===== config.mk =====
export PLATFORM = sky130hd
export DESIGN_NAME = irq_sequencer_flat
export DESIGN_NICKNAME = d
export VERILOG_FILES = /design/src/rtl/irq_sequencer_pkg.sv /design/src/rtl/irq_sequencer_if.sv /design/src/rtl/irq_sequencer_priority_enc.sv /design/src/rtl/irq_sequencer.sv /design/src/flat_wrapper.sv
export SDC_FILE = /design/constraint.sdc
export NUM_CORES = 1
export LEC_CHECK = 0
export BUFFER_PORTS_ARGS = -buffer_cell sky130_fd_sc_hd__buf_2
export CORE_MARGIN = 2
export CORE_UTILIZATION = 31
export CTS_CLUSTER_DIAMETER = 30
export DETAILED_ROUTE_END_ITERATION = 6
export GPL_TIMING_DRIVEN = 0
export PLACE_DENSITY_LB_ADDON = 0.25
export SLEW_MARGIN = 20
export SYNTH_ARGS = -nofsm -noshare
export SYNTH_HDL_FRONTEND = slang
export SYNTH_SLANG_ARGS = --single-unit
export TNS_END_PERCENT = 30

===== constraint.sdc =====
create_clock -name clk -period 2.5 [get_ports clk]
set_input_delay 0 -clock clk [delete_from_list [all_inputs] [get_ports clk]]
set_output_delay 0 -clock clk [all_outputs]
set_load 0.005 [all_outputs]

===== src/rtl/irq_sequencer_pkg.sv =====
// irq_seq_pkg
//   Shared types and constants for the exception entry/exit sequencer:
//   sequencer state encoding, the EXC_RETURN magic value, the layout of
//   the 8-word exception frame and the mapping from frame slot to
//   register-file index.
package irq_seq_pkg;

    typedef enum logic [2:0] {
        ST_IDLE,
        ST_DRAIN,
        ST_PUSH,
        ST_VECTOR,
        ST_ENTER,
        ST_HANDLER,
        ST_POP,
        ST_RETURN
    } seq_state_e;

    // Value the core loads into LR on exception entry (lr_load).
    localparam logic [31:0] EXC_RETURN = 32'hFFFF_FFF9;

    // Frame slots, in ascending address order from the frame base.
    localparam logic [2:0] SLOT_R0   = 3'd0;
    localparam logic [2:0] SLOT_R1   = 3'd1;
    localparam logic [2:0] SLOT_R2   = 3'd2;
    localparam logic [2:0] SLOT_R3   = 3'd3;
    localparam logic [2:0] SLOT_R12  = 3'd4;
    localparam logic [2:0] SLOT_LR   = 3'd5;
    localparam logic [2:0] SLOT_PC   = 3'd6;
    localparam logic [2:0] SLOT_XPSR = 3'd7;

    localparam int unsigned FRAME_BYTES = 32;

    // Register-file index held in a frame slot. Only meaningful for
    // SLOT_R0..SLOT_LR; PC and xPSR are not register-file entries.
    function automatic logic [3:0] slot_reg(input logic [2:0] slot);
        case (slot)
            SLOT_R12: slot_reg = 4'd12;
            SLOT_LR:  slot_reg = 4'd14;
            default:  slot_reg = {1'b0, slot};
        endcase
    endfunction

endpackage


===== src/rtl/irq_sequencer_if.sv =====
// irq_sequencer_if
//   Shared data-memory port used to stack and unstack the exception frame
//   and to fetch handler vectors.
//   mem_req   request valid, held with stable addr/we/wdata until mem_ack
//   mem_we    write strobe
//   mem_addr  byte address
//   mem_wdata write data
//   mem_rdata read data, valid in the cycle mem_ack is high
//   mem_ack   transfer completes in the cycle it is sampled high
interface irq_sequencer_if
    import irq_seq_pkg::*;
#(
    parameter int unsigned ADDR_W = 16
);
    logic              mem_req;
    logic              mem_we;
    logic [ADDR_W-1:0] mem_addr;
    logic [31:0]       mem_wdata;
    logic [31:0]       mem_rdata;
    logic              mem_ack;

    modport master (
        output mem_req, mem_we, mem_addr, mem_wdata,
        input  mem_rdata, mem_ack
    );

    modport slave (
        input  mem_req, mem_we, mem_addr, mem_wdata,
        output mem_rdata, mem_ack
    );
endinterface


===== src/rtl/irq_sequencer_priority_enc.sv =====
// irq_priority_enc
//   Combinational fixed-priority encoder; the lowest set index wins.
//   req_i    request vector
//   valid_o  any request set
//   idx_o    index of the winning request (0 when none)
module irq_priority_enc
    import irq_seq_pkg::*;
#(
    parameter int unsigned NUM_IRQ = 8
) (
    input  logic [NUM_IRQ-1:0] req_i,
    output logic               valid_o,
    output logic [3:0]         idx_o
);

    // Scan from the top down so the lowest set index is assigned last.
    always_comb begin
        valid_o = 1'b0;
        idx_o   = '0;
        for (int unsigned i = NUM_IRQ; i > 0; i--) begin
            if (req_i[i-1]) begin
                valid_o = 1'b1;
                idx_o   = 4'(i - 1);
            end
        end
    end

endmodule


===== src/rtl/irq_sequencer.sv =====
// irq_sequencer
//   Single-level exception entry/exit sequencer. Arbitrates enabled
//   interrupt lines (lowest index first), freezes the pipeline, stacks the
//   8-word frame R0,R1,R2,R3,R12,LR,PC,xPSR below the current SP, fetches
//   the handler vector and redirects PC/SP/LR. On exception return it
//   unstacks the frame, restores registers, PC, xPSR and SP, then releases
//   the pipeline.
//   clk, rst                 clock, synchronous active-high reset
//   irq_req, irq_en          level requests and per-line enables
//   pipe_idle / pipe_hold    pipeline drained / freeze fetch+decode
//   exc_return               handler returned (one-cycle pulse)
//   cur_pc, cur_sp, cur_xpsr core state to stack
//   reg_rd_*, reg_wr_*       register-file read (combinational) and write
//   mem                      data-memory port (master side)
//   pc_*, sp_*, lr_load, xpsr_*  core state update pulses
//   in_handler, active_irq   handler active, serviced index
module irq_sequencer
    import irq_seq_pkg::*;
#(
    parameter int unsigned       NUM_IRQ  = 8,
    parameter int unsigned       ADDR_W   = 16,
    parameter logic [ADDR_W-1:0] VEC_BASE = 16'h0040
) (
    input  logic                clk,
    input  logic                rst,
    input  logic [NUM_IRQ-1:0]  irq_req,
    input  logic [NUM_IRQ-1:0]  irq_en,
    input  logic                pipe_idle,
    output logic                pipe_hold,
    input  logic                exc_return,
    input  logic [ADDR_W-1:0]   cur_pc,
    input  logic [ADDR_W-1:0]   cur_sp,
    input  logic [31:0]         cur_xpsr,
    output logic [3:0]          reg_rd_addr,
    input  logic [31:0]         reg_rd_data,
    output logic                reg_wr_en,
    output logic [3:0]          reg_wr_addr,
    output logic [31:0]         reg_wr_data,
    irq_sequencer_if.master     mem,
    output logic                pc_load,
    output logic [ADDR_W-1:0]   pc_value,
    output logic                sp_load,
    output logic [ADDR_W-1:0]   sp_value,
    output logic                lr_load,
    output logic                xpsr_load,
    output logic [31:0]         xpsr_value,
    output logic                in_handler,
    output logic [3:0]          active_irq
);

    seq_state_e        state_q, state_d;
    logic [NUM_IRQ-1:0] pend_q, pend_d;
    logic [2:0]        k_q, k_d;
    logic [ADDR_W-1:0] fb_q, fb_d;
    logic [3:0]        active_q, active_d;
    logic [ADDR_W-1:0] pc_q, pc_d;
    logic [31:0]       xpsr_q, xpsr_d;

    logic              win_valid;
    logic [3:0]        win_idx;
    logic [NUM_IRQ-1:0] pend_clr;

    irq_priority_enc #(
        .NUM_IRQ (NUM_IRQ)
    ) u_prio (
        .req_i   (pend_q),
        .valid_o (win_valid),
        .idx_o   (win_idx)
    );

    always_ff @(posedge clk) begin
        if (rst) begin
            state_q  <= ST_IDLE;
            pend_q   <= '0;
            k_q      <= '0;
            fb_q     <= '0;
            active_q <= '0;
            pc_q     <= '0;
            xpsr_q   <= '0;
        end else begin
            state_q  <= state_d;
            pend_q   <= pend_d;
            k_q      <= k_d;
            fb_q     <= fb_d;
            active_q <= active_d;
            pc_q     <= pc_d;
            xpsr_q   <= xpsr_d;
        end
    end

    // Pending bits: the ENTER clear wins over a same-cycle request, so a
    // level still held re-pends one cycle later.
    always_comb begin
        pend_clr = '0;
        if (state_q == ST_ENTER) begin
            for (int unsigned i = 0; i < NUM_IRQ; i++) begin
                pend_clr[i] = (active_q == 4'(i));
            end
        end
        pend_d = (pend_q | (irq_req & irq_en)) & ~pend_clr;
    end

    always_comb begin
        state_d     = state_q;
        k_d         = k_q;
        fb_d        = fb_q;
        active_d    = active_q;
        pc_d        = pc_q;
        xpsr_d      = xpsr_q;

        pipe_hold   = 1'b0;
        reg_rd_addr = '0;
        reg_wr_en   = 1'b0;
        reg_wr_addr = '0;
        reg_wr_data = '0;
        mem.mem_req   = 1'b0;
        mem.mem_we    = 1'b0;
        mem.mem_addr  = '0;
        mem.mem_wdata = '0;
        pc_load     = 1'b0;
        pc_value    = '0;
        sp_load     = 1'b0;
        sp_value    = '0;
        lr_load     = 1'b0;
        xpsr_load   = 1'b0;
        xpsr_value  = '0;
        in_handler  = 1'b0;

        case (state_q)
            ST_IDLE: begin
                if (win_valid) begin
                    active_d = win_idx;
                    state_d  = ST_DRAIN;
                end
            end

            ST_DRAIN: begin
                pipe_hold = 1'b1;
                if (pipe_idle) begin
                    fb_d    = cur_sp - ADDR_W'(FRAME_BYTES);
                    k_d     = '0;
                    state_d = ST_PUSH;
                end
            end

            ST_PUSH: begin
                pipe_hold     = 1'b1;
                reg_rd_addr   = slot_reg(k_q);
                mem.mem_req   = 1'b1;
                mem.mem_we    = 1'b1;
                mem.mem_addr  = fb_q + ADDR_W'({k_q, 2'b00});
                case (k_q)
                    SLOT_PC:   mem.mem_wdata = 32'(cur_pc);
                    SLOT_XPSR: mem.mem_wdata = cur_xpsr;
                    default:   mem.mem_wdata = reg_rd_data;
                endcase
                if (mem.mem_ack) begin
                    k_d = k_q + 3'd1;
                    if (k_q == SLOT_XPSR) begin
                        state_d = ST_VECTOR;
                    end
                end
            end

            ST_VECTOR: begin
                pipe_hold    = 1'b1;
                mem.mem_req  = 1'b1;
                mem.mem_addr = VEC_BASE + ADDR_W'({active_q, 2'b00});
                if (mem.mem_ack) begin
                    pc_d    = {mem.mem_rdata[ADDR_W-1:1], 1'b0};
                    state_d = ST_ENTER;
                end
            end

            ST_ENTER: begin
                pipe_hold = 1'b1;
                pc_load   = 1'b1;
                pc_value  = pc_q;
                sp_load   = 1'b1;
                sp_value  = fb_q;
                lr_load   = 1'b1;
                state_d   = ST_HANDLER;
            end

            ST_HANDLER: begin
                in_handler = 1'b1;
                if (exc_return) begin
                    fb_d    = cur_sp;
                    k_d     = '0;
                    state_d = ST_POP;
                end
            end

            ST_POP: begin
                pipe_hold    = 1'b1;
                mem.mem_req  = 1'b1;
                mem.mem_addr = fb_q + ADDR_W'({k_q, 2'b00});
                if (mem.mem_ack) begin
                    k_d = k_q + 3'd1;
                    case (k_q)
                        SLOT_PC:   pc_d = mem.mem_rdata[ADDR_W-1:0];
                        SLOT_XPSR: begin
                            xpsr_d  = mem.mem_rdata;
                            state_d = ST_RETURN;
                        end
                        default: begin
                            reg_wr_en   = 1'b1;
                            reg_wr_addr = slot_reg(k_q);
                            reg_wr_data = mem.mem_rdata;
                        end
                    endcase
                end
            end

            ST_RETURN: begin
                pipe_hold  = 1'b1;
                pc_load    = 1'b1;
                pc_value   = pc_q;
                xpsr_load  = 1'b1;
                xpsr_value = xpsr_q;
                sp_load    = 1'b1;
                sp_value   = fb_q + ADDR_W'(FRAME_BYTES);
                state_d    = ST_IDLE;
            end

            default: state_d = ST_IDLE;
        endcase
    end

    assign active_irq = active_q;

endmodule

===== src/flat_wrapper.sv =====
// flat-port wrapper written by rule: the top's interface ports become plain ports
module irq_sequencer_flat import irq_seq_pkg::*;
#(
    parameter int unsigned       NUM_IRQ  = 8,
    parameter int unsigned       ADDR_W   = 16,
    parameter logic [ADDR_W-1:0] VEC_BASE = 16'h0040
)
  (clk, rst, irq_req, irq_en, pipe_idle, pipe_hold, exc_return, cur_pc, cur_sp, cur_xpsr, reg_rd_addr, reg_rd_data, reg_wr_en, reg_wr_addr, reg_wr_data, pc_load, pc_value, sp_load, sp_value, lr_load, xpsr_load, xpsr_value, in_handler, active_irq, mem_mem_req, mem_mem_we, mem_mem_addr, mem_mem_wdata, mem_mem_rdata, mem_mem_ack);
  irq_sequencer_if #(.ADDR_W(ADDR_W)) mem_i ();
  input  logic clk;
  input  logic rst;
  input  logic [NUM_IRQ-1:0] irq_req;
  input  logic [NUM_IRQ-1:0] irq_en;
  input  logic pipe_idle;
  output logic pipe_hold;
  input  logic exc_return;
  input  logic [ADDR_W-1:0] cur_pc;
  input  logic [ADDR_W-1:0] cur_sp;
  input  logic [31:0] cur_xpsr;
  output logic [3:0] reg_rd_addr;
  input  logic [31:0] reg_rd_data;
  output logic reg_wr_en;
  output logic [3:0] reg_wr_addr;
  output logic [31:0] reg_wr_data;
  output logic pc_load;
  output logic [ADDR_W-1:0] pc_value;
  output logic sp_load;
  output logic [ADDR_W-1:0] sp_value;
  output logic lr_load;
  output logic xpsr_load;
  output logic [31:0] xpsr_value;
  output logic in_handler;
  output logic [3:0] active_irq;
  output wire logic [$bits(mem_i.mem_req)-1:0] mem_mem_req;
  output wire logic [$bits(mem_i.mem_we)-1:0] mem_mem_we;
  output wire logic [$bits(mem_i.mem_addr)-1:0] mem_mem_addr;
  output wire logic [$bits(mem_i.mem_wdata)-1:0] mem_mem_wdata;
  input wire logic [$bits(mem_i.mem_rdata)-1:0] mem_mem_rdata;
  input wire logic [$bits(mem_i.mem_ack)-1:0] mem_mem_ack;
  assign mem_mem_req = mem_i.mem_req;
  assign mem_mem_we = mem_i.mem_we;
  assign mem_mem_addr = mem_i.mem_addr;
  assign mem_mem_wdata = mem_i.mem_wdata;
  assign mem_i.mem_rdata = mem_mem_rdata;
  assign mem_i.mem_ack = mem_mem_ack;
  irq_sequencer #(.NUM_IRQ(NUM_IRQ), .ADDR_W(ADDR_W), .VEC_BASE(VEC_BASE)) u_core (.clk(clk), .rst(rst), .irq_req(irq_req), .irq_en(irq_en), .pipe_idle(pipe_idle), .pipe_hold(pipe_hold), .exc_return(exc_return), .cur_pc(cur_pc), .cur_sp(cur_sp), .cur_xpsr(cur_xpsr), .reg_rd_addr(reg_rd_addr), .reg_rd_data(reg_rd_data), .reg_wr_en(reg_wr_en), .reg_wr_addr(reg_wr_addr), .reg_wr_data(reg_wr_data), .mem(mem_i), .pc_load(pc_load), .pc_value(pc_value), .sp_load(sp_load), .sp_value(sp_value), .lr_load(lr_load), .xpsr_load(xpsr_load), .xpsr_value(xpsr_value), .in_handler(in_handler), .active_irq(active_irq));
endmodule

* After elaboration in Yosys (flattened, before gate mapping)
Index checks and enable logic that the tools add are counted.
** Word-level totals
- Word-level logic and storage cells :: 121
- Input bits :: 149
- Register bits after elaboration :: 82
- Output and inout bits :: 165
** Cells by class
- Reductions and logical operators :: 16
- Bitwise operators :: 4
- $add $sub $neg :: 5
- Equal/unequal tests :: 28
- Muxes and demuxes :: 61
** Operators by type and width (number)
- 32-bit 2-to-1 mux :: 5
- 16-bit one-hot mux with 2 select lines :: 4
- 16-bit 2-to-1 mux :: 6
- 32-bit one-hot mux with 2 select lines :: 1
- 4-bit 2-to-1 mux :: 11
- 3-bit 2-to-1 mux :: 12
- 3-bit == test, second input constant :: 8
- 3-bit one-hot mux with 8 select lines :: 1
- 1-bit 2-to-1 mux :: 18
- 16-bit by 5-bit adder with 16-bit output :: 1
- 16-bit by 6-bit adder with 16-bit output, second input constant :: 1
- 8-bit AND :: 2
- 4-bit by 3-bit == test with 1-bit output, second input constant :: 4
- 16-bit by 6-bit subtractor with 16-bit output, second input constant :: 1
- 2-bit inequality test, second input constant :: 6
- 3-bit one-hot mux with 3 select lines :: 1
- 7-bit by 6-bit adder with 8-bit output, first input constant :: 1
- 4-bit by 2-bit == test with 1-bit output, second input constant :: 2
- 8-bit 2-to-1 mux :: 1
- 2-bit by 1-bit inequality test with 1-bit output, second input constant :: 4
- 8-bit inverter :: 1
- 8-bit OR :: 1
- 4-bit one-hot mux with 2 select lines :: 1
- 4-bit AND reduction :: 2
- other kinds (14) :: 19

* Longest topological paths before layout
Gate-level depths: netlist of the first run.
- Depth after elaboration :: 10
- Gate-level depth with buffers :: 9
- Mapped depth without buffers :: 7

* Hierarchy
Synthesis of the first run repeated with hierarchy kept, for this count alone.
** Second synthesis, totals
- Cells, all modules :: 731
- Area, all modules :: 5303.8 um^2
** By module, submodules not included
- irq_sequencer :: times used 1, area an instance 5212.5 um^2, sequential area each 1641.6 um^2, cells each 716
- irq_priority_enc :: times used 1, area an instance 91.3 um^2, sequential area each 0.0 um^2, cells each 15

* Least setup slack after synthesis of the first run
No wires, ideal clock.
- Path kind :: reg2out
- Start :: register u_core.k_q[0]
- End :: output port mem_mem_addr[12]
- Required time :: 2.500 ns
- Buffers on the path :: 0
- Stages on the path, launching flop included :: 8
- Data arrival time :: 1.815 ns
- Slack :: 0.685 ns
- Path through :: dfxtp_1 -> ha_1 -> inv_1 -> fa_1 -> nor2b_1 -> nor2_1 -> or3_1 -> a21oi_1
** On the way
- Word-level cells in the longest chain between the ends :: 2
** Ends and longest elaborated chain
- start, declared :: RTL line irq_sequencer.sv:53 : logic [2:0] k_q, k_d;
- start signal, assigned :: RTL line irq_sequencer.sv:83 : k_q <= k_d;
- 16-bit by 5-bit adder with 16-bit output :: RTL line irq_sequencer.sv:151, irq_sequencer.sv:197
- 16-bit one-hot mux with 2 select lines :: RTL line irq_sequencer.sv:129 : case (state_q)
- end, declared :: RTL line flat_wrapper.sv:36 : output wire logic [$bits(mem_i.mem_addr)-1:0] mem_mem_addr;
No other way between the ends.

* Final worst setup path of the first run
- Start :: register u_core.k_q[0]
- End :: output port reg_wr_data[10]
** On the way
- Word-level cells in the longest chain between the ends :: 5
- Elaborated cells on any way between the ends :: 6
** Ends and longest elaborated chain
- 3-bit == test :: RTL line irq_sequencer.sv:200 : case (k_q)
- 2-bit OR reduction (no source line) (*)
- 32-bit 2-to-1 mux (*) :: RTL line irq_sequencer.sv:200
- 32-bit 2-to-1 mux (*) :: RTL line irq_sequencer.sv:198 : if (mem.mem_ack) begin
- 32-bit 2-to-1 mux (*) :: RTL line irq_sequencer.sv:129
- end, declared :: RTL line flat_wrapper.sv:24 : output logic [31:0] reg_wr_data;
Every way passes the cells marked *; elsewhere a longest branch is shown, timed or not.

==> results of run 1 <==
## Yosys cell counts, drive strengths merged, types with 13 or more instances
library cell  count  area share
inv              25       0.017
a22oi            18       0.025
o21ai            27       0.027
buf              28       0.037
and3             39       0.044
mux2i            18       0.035
clkbuf           31       0.021
and2             57       0.065
nand3b           17       0.023
dfxtp            81        0.30
a211oi           14       0.027
xor2             13       0.021
nor2             53       0.040
a21oi            99       0.090
ha               14       0.032
nand2           133       0.091
## worst paths after layout
path / start / endpoint / slack (ns) / depth (start not counted)
setup / recovery: u_core.k_q[0] / reg_wr_data[10] / 0.15 / 10
hold / removal: irq_req[6] / u_core.pend_q[6] / 0.009 / 3
hold reg to reg: u_core.xpsr_q[21] / u_core.xpsr_q[21] / 0.45 / 2
setup reg to reg: u_core.state_q[0] / u_core.pc_q[10] / 0.50 / 8
## stage by stage
step / std cells / instance area, sq um / utilization
floorplan: 744 / 5487 / -
global placement: 1280 / 7325 / 0.4235
detailed placement: 1280 / 7325 / 0.4235
CTS: 1340 / 8071 / 0.4667
global route: 1343 / 8124 / 0.4697
finish: 1343 / 8124 / 0.4697
## cell families after synthesis
family                     count (synthesis)
AOI/OAI and AO/OA                        179
xor gates and xnor gates                  16
adders and majority gates                 15
buffers and inverters                     84
DFF                                       81
muxes                                     18
other                                      1
and+or+nand+nor                          350
## registers in the layout (all words and copies together) (netlist names)
register / cells
u_core.fb_q: 16
u_core.k_q: 3
u_core.xpsr_q: 32
u_core.pend_q: 8
u_core.active_irq: 3
u_core.state_q: 3
u_core.pc_q: 16
## where the power goes
group | switching, mW | leakage [nW] | total [mW] | internal (mW)
registers | 0.147 | 0.658 | 1.55 | 1.40
clock network | 0.592 | 0.143 | 1.38 | 0.783
logic | 0.892 | 3.31 | 1.57 | 0.676
total | 1.63 | 4.11 | 4.49 | 2.86
## per-layer routing
layer  up-vias  GRT usage  share of wire
met1      2964     0.2586           0.43
li1       3284          -              -
met2       231     0.3820           0.49
met4         0    0.04181         0.0055
met5         -          0              0
met3         9    0.05111          0.072
## critical path, delay by kind of cell (launching register included)
kind | cells | cell delay [ns]
AND/OR/NAND/NOR | 4 | 0.67
buffers and inverters | 5 | 0.69
adder cells (fa/ha/maj) | 1 | 0.23
flip-flops | 1 | 0.39
## area by class of cell
| cell class | count | area (sq um) | area share |
|---|---|---|---|
| Buffer | 59 | 327.8 | 0.04035 |
| Clock buffer | 9 | 225.2 | 0.02772 |
| Clock inverter | 7 | 76.32 | 0.009395 |
| Inverter | 25 | 98.84 | 0.01217 |
| Multi-Input combinational cell | 579 | 3457 | 0.4255 |
| Sequential cell | 81 | 1625 | 0.2001 |
| Tap cell | 225 | 281.5 | 0.03465 |
| Timing Repair Buffer | 358 | 2032 | 0.2501 |
## what timing repair did
| item | 4_1_cts | 5_1_grt |
|---|---|---|
| hold buffers | 44 | 0 |
| buffers inserted | 0 | 3 |
| endpoints found under the setup margin | 41 | 78 |
| gates resized for setup | 3 | 13 |
| pin swaps | 0 | 1 |
| endpoints found under the hold margin | 58 | 0 |
==> results.py, run 1 <==
metrics = {
    "outcome": {
        "outcome": "completed",
    },
    "logic_synthesis": {
        "syn_inst": 744,
        "synth_edf_count": 0,
        "synth_seq_cells": 81,
        "synth_xor_area_frac": 0.02554,
        "syn_nets": 908,
        "yosysWarnings": 0,
        "synth_area_sq_um": 5487,
        "synth_top_family_by_area": "simple AND/OR/NAND/NOR gates",
        "ys_seq_area_frac": 0.2956,
        "yosys.area_share.simple": 0.3288,
        "muxShareOfSynthArea": 0.03512,
        "synthArstFlopShare": 0,
        "synth-compound-area-share": 0.2030,
        "avgSynthCellArea_sq_um": 7.374,
        "ys.flop_type": "dfxtp_1",
        "yosys.cell_types.count": 55,
        "yosys.area_share.adder": 0.03558,
    },
    "place": {
        "place_ws_ns": 0.2428,
        "io_buffers": 311,
        "dp_hpwl_um": 16290,
        "gp_congestion": 0.8689,
    },
    "global_routing": {
        "grt_max_degree": 16,
        "grt_first_pass_wirelength_um": 31130,
        "grt_usage": 0.2130,
        "overflow": 0,
        "antenna_found_initial": 0,
        "grt_pass1_vias": 6024,
    },
    "worst_setup_path": {
        "cp.required_ns": 2.50,
        "startpoint_type": "flip-flop",
        "crit_chain": "inv_1 > ha_1 > and2_1 > buf_2 > nor2_8 > nand4_4 > inv_6 > buf_4 > and2_1 > buf_2",
        "cp_max_fo": 10,
        "cp_slowest_cell": "dfxtp_4",
        "critical_path_class": "flip-flop to output pin",
        "slowest_delay_ns": 0.39,
        "end_kind": "output pin",
        "cp.arrival_ns": 2.35,
    },
    "timing": {
        "setup_ws_ns": 0.1483,
        "setup_viol": 0,
        "fmax_ghz": 0.4252,
        "slew_viol_final": 0,
        "hold_slack_ns": 0.009405,
        "tns_ns": 0,
        "rsz0062_at_grt": "yes",
        "layout_min_cycle_time_ns": 2.352,
        "maxSlewHeadroom": 0.5254,
        "worst_slew_pin_slew_ns": 0.7119,
        "fin_skew_ns": 0.008437,
        "fin_crit_sh": 0.9407,
        "final_hold_viol_count": 0,
    },
    "floorplanning": {
        "dieWidth_um": 137.0,
        "row_count": 48,
        "dieArea_sq_um": 18780,
        "die_h_um": 137.0,
        "ioPinCount": 314,
        "coreArea_sq_um": 17300,
        "start_util": 0.3172,
    },
    "detailed_routing": {
        "drt-total-wl_um": 21350,
        "via_per_inst": 4.831,
        "drtAntennaViolNets": 0,
        "firstDrtPassIters": 6,
        "wire_per_inst_um": 15.90,
        "drcViolationCount": 0,
        "drt_iter0_drc": 341,
        "vias": 6488,
    },
    "clocking": {
        "ctsLongestPathBuffers": 2,
        "numCtsBuffers": 9,
        "htreeDepth": 3,
        "cts_tree": "done",
        "clk_latency_ns": 0.34,
        "cts-root-buf": "clkbuf_16",
        "clk_pin_slew_ns": 0.07,
        "cts_sinks": 81,
    },
    "worst_hold_path": {
        "hold_path_class": "input port to flip-flop",
    },
    "layout": {
        "diodes": 0,
        "fill_cells": 1802,
        "final_cell_mix": "324 x buf_2, 132 x nand2_1, 99 x a21oi_1",
        "nNetsFinal": 1277,
        "layout_commonest_cell": "buf_2",
        "drive_gt1_frac": 0.3488,
        "syn2layout_area_growth_pct": 48.07,
    },
    "power": {
        "p_per_area_nw_per_um2": 552.8,
        "peakVddDrop_v": 0.0004377,
        "leakage_nw": 4.115,
        "power_mw": 4.491,
    },
    "job": {
        "cap_violations": 0,
    },
}
Note: power is estimated with default switching activity, not from simulation.
==> run 2: changes to the inputs <==
Clock period 2.5 ns to 2.7 ns, I/O delays scaled along.
==> run 2 against run 1 <==
Sequential power is 8% lower. Power shrank 7.4%. Design area fell by 0.68%. Setup slack better by 0.085 ns. Final cell count fell by 0.22%. Global-route usage hardly changed. Clock power is 8% lower. First-iteration DRC count is 9.1% lower. Wire length is essentially flat. Clock skew shrank 0.00056 ns. Register-to-register slack improved by 0.12 ns.
==> results.py, run 2 (synthesized netlist as in run 1, its figures left out) <==
metrics = {
    "outcome": {
        "outcome": "completed",
    },
    "power": {
        "peakVddDrop_v": 0.0004056,
        "p_per_area_nw_per_um2": 515.1,
        "leakage_nw": 4.086,
        "power_mw": 4.156,
    },
    "job": {
        "cap_violations": 0,
    },
    "clocking": {
        "htreeDepth": 3,
        "cts_tree": "done",
        "clk_latency_ns": 0.34,
        "cts_sinks": 81,
        "clk_pin_slew_ns": 0.07,
        "cts_setup_buffers": 0,
        "ctsLongestPathBuffers": 2,
        "cts-root-buf": "clkbuf_16",
        "numCtsBuffers": 9,
    },
    "detailed_routing": {
        "via_per_inst": 4.835,
        "wire_per_inst_um": 15.94,
        "drtAntennaViolNets": 0,
        "drt-total-wl_um": 21360,
        "drt_iter0_drc": 310,
        "drcViolationCount": 0,
        "firstDrtPassIters": 5,
        "vias": 6479,
    },
    "floorplanning": {
        "row_count": 48,
        "ioPinCount": 314,
        "dieWidth_um": 137.0,
        "dieArea_sq_um": 18780,
        "start_util": 0.3172,
        "coreArea_sq_um": 17300,
        "die_h_um": 137.0,
    },
    "worst_hold_path": {
        "worstHoldEndpoint": "u_core.pend_q[6]",
        "worstHoldStart": "irq_req[6]",
        "min_path_cells": 3,
        "hold_path_class": "input port to flip-flop",
    },
    "timing": {
        "setup_viol": 0,
        "maxSlewHeadroom": 0.5267,
        "rsz0062_at_grt": "no",
        "layout_min_cycle_time_ns": 2.467,
        "setup_ws_ns": 0.2329,
        "tns_ns": 0,
        "worst_slew_pin_slew_ns": 0.7099,
        "slew_viol_final": 0,
        "fin_skew_ns": 0.007878,
        "fin_crit_sh": 0.9138,
        "fmax_ghz": 0.4053,
        "final_hold_viol_count": 0,
    },
    "worst_setup_path": {
        "critical_path_class": "flip-flop to output pin",
        "startpoint_type": "flip-flop",
        "worstReg2RegEnd": "u_core.xpsr_q[22]",
        "cp.arrival_ns": 2.47,
        "cp_top_family": "buffers and inverters",
        "rr_worst_depth": 6,
        "crit_chain": "inv_1 > ha_1 > nand2_1 > inv_2 > nor2_1 > inv_1 > clkbuf_1 > and2_1 > buf_2",
        "crit_top_cell": "inv_1",
        "end_kind": "output pin",
        "cp_max_fo": 11,
        "crit_buf_inv": 5,
        "slowest_delay_ns": 0.43,
        "cp_slowest_cell": "clkbuf_1",
        "r2r_start": "u_core.k_q[1]",
        "r2r_slack_ns": 0.62,
        "cp.required_ns": 2.70,
    },
    "global_routing": {
        "overflow": 0,
        "grtUsageMet2": 0.3817,
        "grt_pass1_vias": 6021,
        "antenna_found_initial": 0,
        "grt_max_degree": 16,
        "busiest_layer": "met2",
        "grt_first_pass_wirelength_um": 31120,
        "grt.met1_usage": 0.2586,
        "grtUsageMet3": 0.05111,
        "grt_usage": 0.2130,
    },
    "place": {
        "place_ws_ns": 0.4428,
        "dp_cells": 1280,
        "gp_congestion": 0.8689,
        "dp_hpwl_um": 16290,
        "io_buffers": 311,
    },
    "layout": {
        "final_cells": 1340,
        "reg_top3": "u_core.xpsr_q x32, u_core.fb_q x16, u_core.pc_q x16",
        "diodes": 0,
        "largest_reg_flops": 32,
        "final_util": 0.4665,
        "top_register": "u_core.xpsr_q",
        "syn2layout_area_growth_pct": 47.07,
        "layout_commonest_cell": "buf_2",
        "drive_gt1_frac": 0.3408,
        "final_cell_mix": "324 x buf_2, 133 x nand2_1, 99 x a21oi_1",
        "nNetsFinal": 1274,
    },
}
run 2: repair_timing:
item,CTS,global route
hold endpoints to repair,58,0
resized for setup,0,3
hold buffers,44,0
setup endpoints to repair,0,34
run 2: layout make-up:
class / instances / area, sq um
buffer: 59 / 322.8
clock inverter: 7 / 76.32
fill: 1806 / 9228
multi-input combinational: 579 / 3450
clock buffer: 9 / 225.2
timing repair buffer: 355 / 1997
tap: 225 / 281.5
sequential: 81 / 1623
inverter: 25 / 93.84
run 2: worst min-delay path, stage by stage:
cell,delay [ns]
buf_2,0.09
a21oi_1,0.15
a311oi_1,0.06
run 2: per-stage QoR:
step | area [sq um] | hold WS [ns]
final | 8069 | 0.008848
after global routing | 8069 | 0.006652
after CTS | 8066 | 0.0004243
after detailed placement | 7325 | 0.2582
after global placement | 7325 | 0.2540
after floorplan | 5487 | 0.08567
run 2: per-layer routing:
layer  vias up  routed length [um]
met3         9                1586
met2       242               10540
met4         0                 117
met5         -                   0
met1      2948                9116
li1       3280                   -
run 2: how the worst max path moves through the flow:
stage | slack [ns] | depth (start not counted) | start | endpoint
global route | 0.05 | 7 | u_core.k_q[1] | mem_mem_wdata[29]
finish | 0.23 | 9 | u_core.state_q[1] | pc_value[10]
global placement | 0.47 | 10 | u_core.k_q[0] | reg_wr_data[6]
CTS | 0.06 | 10 | u_core.k_q[0] | reg_wr_data[4]
detailed placement | 0.44 | 10 | u_core.k_q[0] | reg_wr_data[2]
floorplan | 0.89 | 7 | u_core.k_q[0] | mem_mem_addr[12]
run 2: power by group:
part	switching, mW	leakage (nW)	internal (mW)	total (mW)
clock	0.549	0.143	0.725	1.27
sequential	0.137	0.658	1.30	1.43
combinational	0.827	3.29	0.621	1.45
